--- config.mk ---
export PLATFORM = sky130hd
export DESIGN_NAME = chan_fifo_arb
export DESIGN_NICKNAME = d
export VERILOG_FILES = /design/src/rtl/chan_fifo_pkg.sv /design/src/rtl/chan_fifo_lane.sv /design/src/rtl/chan_fifo_arb.sv
export SDC_FILE = /design/constraint.sdc
export NUM_CORES = 1
export LEC_CHECK = 0
export ABC_AREA = 1
export BUFFER_PORTS_ARGS = -buffer_cell sky130_fd_sc_hd__buf_4
export CAP_MARGIN = 0
export CORE_MARGIN = 2
export CORE_UTILIZATION = 45
export CTS_CLUSTER_SIZE = 28
export DETAILED_ROUTE_END_ITERATION = 10
export PLACE_DENSITY = 0.61
export SYNTH_ARGS = -nofsm -noshare
export SYNTH_HDL_FRONTEND = slang
export SYNTH_SLANG_ARGS = --single-unit
--- constraint.sdc ---
create_clock -name clk -period 4.5 [get_ports clk]
set_clock_uncertainty 0.15 [all_clocks]
set_input_delay 0.225 -clock clk [delete_from_list [all_inputs] [get_ports clk]]
set_output_delay 0.225 -clock clk [all_outputs]
set_load 0.05 [all_outputs]
--- src/rtl/chan_fifo_pkg.sv ---
// Shared types, constants and the round-robin helper for the chan_fifo_arb slice.
package chan_fifo_pkg;

  typedef enum logic {
    OS_EMPTY = 1'b0,
    OS_HOLD  = 1'b1
  } out_state_t;

  localparam int STALL_W  = 16;
  // Widest lane count the round-robin helper can search.
  localparam int MAX_CHAN = 32;

  // Returns the first requesting lane after 'last' (wrapping), or 'last' if none request.
  function automatic int next_rr(input int last, input logic [MAX_CHAN-1:0] req_mask,
                                 input int nchan);
    int   idx;
    int   res;
    logic found;
    res   = last;
    found = 1'b0;
    for (int k = 1; k <= MAX_CHAN; k++) begin
      if (!found && k <= nchan) begin
        idx = last + k;
        if (idx >= nchan) idx = idx - nchan;
        if (req_mask[idx[4:0]]) begin
          res   = idx;
          found = 1'b1;
        end
      end
    end
    return res;
  endfunction

endpackage

--- src/rtl/chan_fifo_lane.sv ---
// Single-lane DEPTH x WIDTH FIFO with natural-wrap pointers and an occupancy count.
module chan_fifo_lane
  import chan_fifo_pkg::*;
#(
  parameter int WIDTH = 8,
  parameter int DEPTH = 4
) (
  input  logic                       clk,
  input  logic                       rst,
  input  logic                       i_push,
  input  logic [WIDTH-1:0]           i_data,
  input  logic                       i_pop,
  output logic [WIDTH-1:0]           o_data,
  output logic                       o_full,
  output logic                       o_empty,
  output logic [$clog2(DEPTH):0]     o_count
);
  localparam int AW = $clog2(DEPTH);
  localparam int LW = AW + 1;

  logic [WIDTH-1:0] r_mem [DEPTH];
  logic [AW-1:0]    r_wptr;
  logic [AW-1:0]    r_rptr;
  logic [LW-1:0]    r_count;

  // Storage carries no reset; only pointers and count define validity.
  always_ff @(posedge clk) begin
    if (i_push) r_mem[r_wptr] <= i_data;
  end

  always_ff @(posedge clk) begin
    if (rst) begin
      r_wptr  <= '0;
      r_rptr  <= '0;
      r_count <= '0;
    end else begin
      if (i_push) r_wptr <= r_wptr + AW'(1);
      if (i_pop)  r_rptr <= r_rptr + AW'(1);
      case ({i_push, i_pop})
        2'b10:   r_count <= r_count + LW'(1);
        2'b01:   r_count <= r_count - LW'(1);
        default: r_count <= r_count;
      endcase
    end
  end

  assign o_data  = r_mem[r_rptr];
  assign o_full  = (r_count == LW'(DEPTH));
  assign o_empty = (r_count == '0);
  assign o_count = r_count;

endmodule

--- src/rtl/chan_fifo_arb.sv ---
// NCHAN buffered lanes merged round-robin onto one valid/ready output register.
// Optional per-lane stall counters are built when CHAN_FIFO_STALL_CNT_EN is defined.
module chan_fifo_arb
  import chan_fifo_pkg::*;
#(
  parameter int WIDTH = 8,
  parameter int DEPTH = 4,
  parameter int NCHAN = 4
) (
  input  logic                                clk,
  input  logic                                rst,
  input  logic [NCHAN-1:0]                    in_valid,
  input  logic [NCHAN*WIDTH-1:0]              in_data,
  output logic [NCHAN-1:0]                    in_ready,
  output logic                                out_valid,
  output logic [WIDTH-1:0]                    out_data,
  output logic [$clog2(NCHAN)-1:0]            out_chan,
  input  logic                                out_ready,
  output logic [NCHAN*($clog2(DEPTH)+1)-1:0]  level
`ifdef CHAN_FIFO_STALL_CNT_EN
  ,
  output logic [NCHAN*STALL_W-1:0]            stall_count
`endif
);
  localparam int LW = $clog2(DEPTH) + 1;
  localparam int CW = $clog2(NCHAN);

  logic [NCHAN-1:0]            w_full;
  logic [NCHAN-1:0]            w_empty;
  logic [NCHAN-1:0]            w_push;
  logic [NCHAN-1:0]            w_pop;
  logic [NCHAN-1:0][WIDTH-1:0] w_lane_data;
  logic [NCHAN-1:0][LW-1:0]    w_count;
  logic [NCHAN-1:0]            w_req;
  logic                        w_load;
  logic                        w_take;
  logic [CW-1:0]               w_grant;
  out_state_t                  w_state_nxt;

  out_state_t                  r_state;
  logic [WIDTH-1:0]            r_out_data;
  logic [CW-1:0]               r_out_chan;
  logic [CW-1:0]               r_last_grant;

  for (genvar c = 0; c < NCHAN; c++) begin : g_lane
    assign in_ready[c]         = !w_full[c] && !rst;
    assign w_push[c]           = in_valid[c] && in_ready[c];
    assign w_pop[c]            = w_take && (w_grant == CW'(c));
    assign level[c*LW +: LW]   = w_count[c];

    chan_fifo_lane #(
      .WIDTH (WIDTH),
      .DEPTH (DEPTH)
    ) u_lane (
      .clk     (clk),
      .rst     (rst),
      .i_push  (w_push[c]),
      .i_data  (in_data[c*WIDTH +: WIDTH]),
      .i_pop   (w_pop[c]),
      .o_data  (w_lane_data[c]),
      .o_full  (w_full[c]),
      .o_empty (w_empty[c]),
      .o_count (w_count[c])
    );
  end

  // Eligibility comes from registered counts, so same-edge pushes wait a cycle.
  assign w_req  = ~w_empty;
  assign w_load = (r_state == OS_EMPTY) || out_ready;
  assign w_take = w_load && (|w_req);

  always_comb begin
    w_grant = CW'(next_rr(int'(r_last_grant), MAX_CHAN'(w_req), NCHAN));
  end

  always_comb begin
    w_state_nxt = r_state;
    if (w_load) w_state_nxt = w_take ? OS_HOLD : OS_EMPTY;
  end

  always_ff @(posedge clk) begin
    if (rst) r_state <= OS_EMPTY;
    else     r_state <= w_state_nxt;
  end

  always_ff @(posedge clk) begin
    if (rst) begin
      r_out_data   <= '0;
      r_out_chan   <= '0;
      r_last_grant <= CW'(NCHAN - 1);
    end else if (w_take) begin
      r_out_data   <= w_lane_data[w_grant];
      r_out_chan   <= w_grant;
      r_last_grant <= w_grant;
    end
  end

  assign out_valid = (r_state == OS_HOLD);
  assign out_data  = r_out_data;
  assign out_chan  = r_out_chan;

`ifdef CHAN_FIFO_STALL_CNT_EN
  logic [NCHAN-1:0][STALL_W-1:0] r_stall;

  for (genvar c = 0; c < NCHAN; c++) begin : g_stall
    always_ff @(posedge clk) begin
      if (rst) begin
        r_stall[c] <= '0;
      end else if (in_valid[c] && !in_ready[c] && (r_stall[c] != '1)) begin
        r_stall[c] <= r_stall[c] + STALL_W'(1);
      end
    end
    assign stall_count[c*STALL_W +: STALL_W] = r_stall[c];
  end
`endif

endmodule

* Word-level counts from Yosys, hierarchy flattened *
Memories as Yosys holds them, arrays and structs flattened. A register that Yosys moved wholly into a read port is not among the register bits.
Cells that the tools add are included.

cells by class
  bitwise gates (word level) = 2
  magnitude comparators = 9
  add/subtract/negate cells = 24
  reduce and logical (&&, ||, !) cells = 29
  multiplexer cells = 50
  equality and inequality tests = 15

operator list
  operator                                                           count
  2-to-1 mux 5 bit                                                   7
  2-to-1 mux 2 bit                                                   15
  < comparator 5 x 6 -> 1 bit, second input constant                 4
  one-hot mux 3 bit (2 select lines)                                 4
  binary-select mux 1 bit (select 5 bit)                             4
  2-to-1 mux 1 bit                                                   18
  adder 2 x 1 -> 2 bit, second input constant                        8
  binary-select mux 8 bit (select 2 bit)                             1
  logical AND 1 bit                                                  13
  adder 3 x 1 -> 3 bit, second input constant                        4
  equality test 2 bit, second input constant                         6
  equality test 3 bit, second input constant                         4
  zero test 3 bit                                                    4
  subtractor 3 x 1 -> 3 bit, second input constant                   4
  subtractor 3 x 3 -> 4 bit, second input constant                   3
  equality test 2 x 1 -> 1 bit, second input constant                5
  greater-or-equal comparator 3 bit, second input constant           3
  2-to-1 mux 8 bit                                                   1
  nonzero test 2 bit                                                 4
  adder 2 x 2 -> 3 bit, second input constant                        2
  zero test 1 bit                                                    5
  subtractor 4 x 3 -> 5 bit, second input constant                   1
  adder 2 x 3 -> 4 bit, second input constant                        1
  greater-or-equal comparator 4 x 3 -> 1 bit, second input constant  1
  7 further kinds                                                    7

storage, ports and cells
  output and inout port bits = 27
  bits of input ports = 39
  logic and storage cells = 149
  memories = 4
  register bits after elaboration = 41
  memory bits (writable) = 128

memory list
  memory                  words  width  read ports  clocked after Yosys merged registers in  wr ports  RTL line              source
  g_lane[0].u_lane.r_mem  4      8      1           1                                        1         chan_fifo_lane.sv:21  logic [WIDTH-1:0] r_mem [DEPTH];
  g_lane[1].u_lane.r_mem  4      8      1           1                                        1         chan_fifo_lane.sv:21
  g_lane[2].u_lane.r_mem  4      8      1           1                                        1         chan_fifo_lane.sv:21
  g_lane[3].u_lane.r_mem  4      8      1           1                                        1         chan_fifo_lane.sv:21

* Longest topological paths before layout *
  depth in word-level cells = 25
  gate-level depth with buffers = 19
  mapped depth without buffers = 19

* Hierarchy *
Synthesis repeated with hierarchy kept, for this count alone.

second synthesis, totals
  cell total of the unflattened synthesis = 739
  area, all modules = 7837.5 um^2

modules (own cells, without submodules)
  module          area an instance (um^2)  cells each  sequential area each (um^2)  times used
  chan_fifo_lane  1637.8                   134         1141.1                       4
  chan_fifo_arb   1286.2                   203         260.2                        1

* Least setup slack after synthesis *
OpenSTA, ideal clock, no wires.

  path type = reg2reg
  start point = reg g_lane[1].u_lane.r_count[1]
  end point = reg g_lane[1].u_lane.r_count[1]
  buffers on the path = 0
  stages on the path, launching flop included = 10
  clock period less this slack = 3.182 ns
  library setup time = 0.065 ns
  required time = 4.285 ns
  arrival = 2.967 ns
  setup slack = 1.318 ns
  cell sequence = dfxtp_1 > nor2_1 > a21oi_1 > nand2_1 > ha_1 > inv_1 > fa_1 > nor2_1 > a21oi_1 > nor2_1

between the ends
  elaborated cells between the ends (all ways) = 36
  those cells by class = 2 x add/sub; 4 x eq/ne; 21 x mux; 1 x bitwise; 8 x reduce/logical

RTL lines
  element                                                                          RTL line              source
  start: declaration                                                               chan_fifo_lane.sv:24  logic [LW-1:0] r_count;
  start signal: assignment                                                         chan_fifo_lane.sv:40  2'b10: r_count <= r_count + LW'(1);
  start signal: assignment                                                         chan_fifo_lane.sv:41  2'b01: r_count <= r_count - LW'(1);
  start signal: assignment                                                         chan_fifo_lane.sv:42  default: r_count <= r_count;
  equality test 3 bit (*)                                                          chan_fifo_lane.sv:48  assign o_full = (r_count == LW'(DEPTH));
  zero test 1 bit (*)                                                              chan_fifo_arb.sv:46   assign in_ready[c] = !w_full[c] && !rst;
  logical AND 1 bit (*)                                                            chan_fifo_arb.sv:46
  via in_ready[1]                                                                  chan_fifo_arb.sv:14   output logic [NCHAN-1:0] in_ready,
  logical AND 1 bit (*)                                                            chan_fifo_arb.sv:47   assign w_push[c] = in_valid[c] && in_ready[c];
  equality test 2 x 1 -> 1 bit / equality test 2 bit (equally long branches)       chan_fifo_lane.sv:39  case ({i_push, i_pop})
  one-hot mux 3 bit (2 select lines) / nonzero test 2 bit (equally long branches)  -

The timed path passes the listed nets; every way through them passes the cells marked *. The select of a mux whose other input is x is not followed.
A chain may end at the register's enable or synchronous reset.

* Final worst setup path *
  start point = reg r_last_grant[0]
  end point = reg g_lane[3].u_lane.r_count[2]

between the ends
  cells in the longest elaborated chain, start to end = 16
  elaborated cells between the ends (all ways) = 45
  those cells by class = 8 x add/sub; 4 x order compare; 3 x eq/ne; 28 x mux; 2 x reduce/logical

RTL lines
  element                                                                                                  RTL line                                  source
  start: declaration                                                                                       chan_fifo_arb.sv:43                       logic [CW-1:0] r_last_grant;
  start signal: assignment                                                                                 chan_fifo_arb.sv:90                       r_last_grant <= CW'(NCHAN - 1);
  start signal: assignment                                                                                 chan_fifo_arb.sv:94                       r_last_grant <= w_grant;
  adder 2 x 1 -> 3 bit / adder 2 x 2 -> 3 bit (equally long branches)                                      chan_fifo_pkg.sv:23                       idx = last + k;
  subtractor 3 x 3 -> 4 bit / greater-or-equal comparator 3 bit (equally long branches)                    chan_fifo_pkg.sv:24                       if (idx >= nchan) idx = idx - nchan;
  2-to-1 mux 5 bit                                                                                         chan_fifo_pkg.sv:24
  binary-select mux 1 bit (select 5 bit) / 2-to-1 mux 5 bit (equally long branches)                        chan_fifo_pkg.sv:25, chan_fifo_pkg.sv:22
  2-to-1 mux 1 bit (not written as such) / binary-select mux 1 bit (select 5 bit) (equally long branches)  chan_fifo_pkg.sv:25                       if (req_mask[idx[4:0]]) begin
  2-to-1 mux 2 bit / 2-to-1 mux 1 bit (equally long branches)                                              chan_fifo_pkg.sv:25
  2-to-1 mux 2 bit                                                                                         chan_fifo_pkg.sv:25
  2-to-1 mux 2 bit                                                                                         chan_fifo_pkg.sv:22                       if (!found && k <= nchan) begin
  2-to-1 mux 2 bit                                                                                         chan_fifo_pkg.sv:25
  2-to-1 mux 2 bit                                                                                         chan_fifo_pkg.sv:22
  2-to-1 mux 2 bit                                                                                         chan_fifo_pkg.sv:25
  2-to-1 mux 2 bit (*)                                                                                     chan_fifo_pkg.sv:22
  equality test 2 bit (*)                                                                                  chan_fifo_arb.sv:48                       assign w_pop[c] = w_take && (w_grant == CW'(c));
  logical AND 1 bit (*)                                                                                    chan_fifo_arb.sv:48
  via g_lane[3].u_lane.i_pop                                                                               chan_fifo_lane.sv:12                      input logic i_pop,
  equality test 2 x 1 -> 1 bit / equality test 2 bit (equally long branches)                               chan_fifo_lane.sv:39
  one-hot mux 3 bit (2 select lines) / nonzero test 2 bit (equally long branches)                          -
  end signal: assignment                                                                                   chan_fifo_lane.sv:40
  end signal: assignment                                                                                   chan_fifo_lane.sv:41
  end signal: assignment                                                                                   chan_fifo_lane.sv:42
  end: declaration                                                                                         chan_fifo_lane.sv:24

Marked as above.

==> metrics.md <==
| Metric | Value |
|---|---|
| Result of the run | complete, no violations |
| Commonest register cell after synthesis | edfxtp_1 |
| Max-cap viol count | 0 |
| CP endpoint kind | flip-flop |
| Remaining global-route overflow | 0 |
| Final cycle utilization of the critical path | 77.7% |
| Synthesis Warnings | 0 |
| Timing-limited maximum frequency | 286 MHz |
| Worst setup slack before clock tree synthesis | 1.01 ns |
| Number of nets produced by synthesis | 772 |
| Row count | 47 |
| Maximum count of clock buffers along a single path | 2 |
| Share of the yosys chip area belonging to registers | 62.8% |
| Critical Path Fanout Max | 19 |
| Number of distinct library cells after synthesis | 30 |
| Critical path's slowest cell | dfxtp_1 |
| Fraction of final layout cells sized beyond drive strength 1 | 17.0% |
| Part of the power in combinational logic | 46.0% |
| Starting utilization of the core area | 46.2% |
| Count of cells resized by post-cts repair | 0 |
| Hold Violations, Final | 0 |
| Total Die Area | 0.0181 mm^2 |
| Launch point of the worst reg-to-reg path | r_last_grant[0] |
| Static Leak | 3.55 nW |
| Commonest non-fill, non-tap cells in the layout | edfxtp_1, nand2_1, o21ai_0 |
| Setup violation total in the final timing report | 0 |
| Placed standard-cell area | 0.00835 mm^2 |
| Main area contributors after synthesis | edfxtp_1, dfxtp_1, o21ai_0 |
| Die boundary height | 135 um |
| TritonCTS Buffers | 17 |
| Data required time at the worst endpoint | 4.66 ns |
| Worst rel slew slack | 33.9% |
| Clock tree root buffer cell | clkbuf_16 |
| Share of the synthesized netlist area taken by xor and xnor gates | 0.342% |
| Final std cells w/o fill | 1034 |
| Area added between synthesis and finish | 20.9% |
| Cell area power density | 721 mW/mm^2 |
| Main combinational cell family by area after synthesis | simple AND/OR/NAND/NOR gates |
| Internal | 0.00381 W |
| Crit-path cells | inv_4, ha_1, inv_1, nand3_2, nand2_2, nor2_4, nand2_4, nand3_4, nand2_8, nand3_2, inv_2, ha_1, inv_1, fa_1, a21oi_1, o21ai_0, o21ai_0, a21oi_1 |
| Synth top area share | 50.0% |
| Weighted congestion at the end of routability-driven global placement | 0.867 |
| Termination of the worst setup path | g_lane[3].u_lane.o_count[2] |
| Most frequent standard cell in the layout excluding fill and tap cells | edfxtp_1 |
| Via count of the first global-routing pass | 5233 |
| Launch point of the critical path | r_last_grant[0] |
| Crit path launch type | flip-flop |
| Area of all placed cells without fillers | 0.00929 mm^2 |
| Via total after detailed routing | 5354 |
| Number of antenna violations at the first check in global routing | 0 |
| Data arrival at the endpoint of the critical path | 3.65 ns |
| Post-synthesis register bit count | 177 |
| Average wire length per cell after detail routing | 16.0 um |
| Largest net degree at the start of global routing | 33 |
| Share of the synthesized area in compound gates (AO/OA/AOI/OAI) | 12.5% |
| DRC viols | 0 |
| Global-route wire length before repair | 26800 um |
| Final setup slack of the worst path | 1.01 ns |
| Depth of the most critical reg-to-reg path | 18 |
| Gate count after technology mapping | 706 |
| Net switching share of the total power | 43.1% |
| Worst-case vdd ir drop | 0.490 mV |
| Dominant cell type by area after synthesis | edfxtp_1 |
| CTS tree | done |
| Min Clock Period, post-route | 3.49 ns |
| Number of buffer and inverter instances along the worst setup path | 4 |
| Number of buffers inserted by port buffering | 65 |
| Area of the core region | 0.0166 mm^2 |
| Via density per instance | 5.18 |
| Destination of the worst register-to-register timing path | g_lane[3].u_lane.o_count[2] |
| Overall fraction of global-route tracks in use | 19.3% |
| Area share of and/or/nand/nor cells after synthesis | 14.9% |
| Worst slew pin tran | 0.990 ns |
| Nets | 867 |
| Syn Area/Cell | 10.9 um^2 |
| Final Core Density | 55.8% |
| Unrepaired setup endpoints after global routing | false |
| Share of async-settable or async-resettable flops after synthesis | 0% |
| Number of max-slew violations in the final report | 0 |
| Detailed placer's ending HPWL | 11200 um |
| Clk sinks | 177 |
| Post-Syn Area | 0.00769 mm^2 |
| Internal reg-to-reg setup slack | 1.01 ns |
| Levels on crit path | 18 |
| Number of nets with antenna violations after routing | 0 |
| Number of placed instances, taps included | 968 |
| DRT iter0 DRCs | 371 |
| WL final | 16500 um |
| Setup Crit Path Kind | reg -> reg |
| Slowest Stage Delay on Critical Path | 0.54 ns |
| Total I/O pin count | 66 |
| Total negative slack | 0 ns |
| Clock network power share | 22.5% |
| Clock latency reported for the late side of the worst-skew pair | 0.43 ns |
| Power spent charging and discharging nets | 0.00288 W |
| Clock transition time at the flip-flop clock pins of the worst setup and hold paths | 0.07 ns |
| Kind of cell adding the most delay to the critical path | simple AND/OR/NAND/NOR gates |
| Type of the worst min-delay path | in -> reg |
| Die X | 135 um |
| EDFF count, synth | 128 |
| Number of H-tree levels | 4 |
| Synth Area in Adders | 4.79% |
| Diodes inserted | 0 |
| Fraction of power consumed by sequential logic | 31.5% |
| Pre-antenna DRT Iters | 5 |
| Multiplexer share of the synthesized area | 0% |
power groups by stage:
stage               combinational (W)  clock, W  sequential [W]
global route                  0.00344   0.00160         0.00214
floorplan                     0.00222         0         0.00232
CTS                           0.00309   0.00153         0.00211
global placement              0.00295         0         0.00214
finish                        0.00308   0.00150         0.00211
detailed placement            0.00305         0         0.00215
registers in the layout (all words and copies together) (netlist names), named ones only:
signal and flops:
g_lane.u_lane.r_mem 128, g_lane.u_lane.o_count 12, g_lane.u_lane.r_rptr 8, g_lane.u_lane.r_wptr 8, out_data 8, out_chan 2
r_last_grant 2, out_valid 1
layout make-up:
type / count / area (um^2)
clock buffers: 17 / 425
multi-input cells: 438 / 2500
fillers: 1388 / 7350
flip-flops and latches: 177 / 4820
inverters: 67 / 254
clock inverters: 15 / 180
well taps: 220 / 275
repair buffers: 100 / 836
Yosys cell counts, types with 7 or more instances:
cell type / instances
edfxtp_1: 128
nand2_1: 96
o21ai_0: 74
nor2_1: 71
a21oi_1: 63
inv_1: 59
dfxtp_1: 49
nand3_1: 30
ha_1: 23
clkbuf_1: 19
o22ai_1: 19
nand3b_1: 13
nand3_2: 9
inv_2: 7
worst register-to-register path, cell delays in order, from the launching register on:
cell     delay [ns]
dfxtp_1        0.54
inv_4          0.12
ha_1           0.36
inv_1          0.13
nand3_2        0.11
nand2_2        0.11
nor2_4         0.06
nand2_4        0.07
nand3_4        0.22
nand2_8        0.26
nand3_2        0.12
inv_2          0.09
ha_1           0.14
inv_1          0.07
fa_1           0.37
a21oi_1        0.14
o21ai_0        0.11
o21ai_0        0.15
a21oi_1        0.06
timing repair:
action / 4_1_cts / 5_1_grt
buffers inserted: 0 / 0
endpoints found under the hold margin: 138 / 0
hold buffers: 34 / 0
cells by family (layout without fill, tap and decap cells):
logic type,count (synthesis),in the layout
AND/OR/NAND/NOR,235,235
buffers and inverters,91,199
XOR/XNOR,3,3
AO/OA/AOI/OAI,173,173
flip-flops,177,177
adder cells (fa/ha/maj),27,27
metrics by stage:
stage          hold slack [ns]  total power, W
3_5_place_dp             0.277         0.00520
2_1_floorplan            0.174         0.00454
6_report                 0.119         0.00670
4_1_cts                  0.100         0.00673
3_3_place_gp             0.272         0.00509
5_1_grt                  0.154         0.00718
worst min-delay path by stage:
stage / startpoint / endpoint / slack, ns / cells after the start
after floorplan: in_data[0] / g_lane[0].u_lane.r_mem[0][0] / 0.17 / 0
after global placement: in_data[10] / g_lane[1].u_lane.r_mem[2][2] / 0.27 / 1
after detailed placement: in_data[10] / g_lane[1].u_lane.r_mem[2][2] / 0.28 / 1
after CTS: in_valid[0] / g_lane[0].u_lane.r_wptr[1] / 0.10 / 3
after global routing: in_valid[2] / g_lane[2].u_lane.r_wptr[1] / 0.15 / 3
final: in_valid[0] / g_lane[0].u_lane.r_wptr[1] / 0.12 / 3
routing by layer:
layer | track usage [%] | vias up | part of all wire, %
li1 | - | 2661 | -
met3 | 3.68 | 12 | 4.4
met2 | 31.0 | 127 | 48
met4 | 6.20 | 0 | 1.1
met5 | 0 | - | 0
met1 | 26.7 | 2554 | 46
Power figures use the tool's default switching activity.
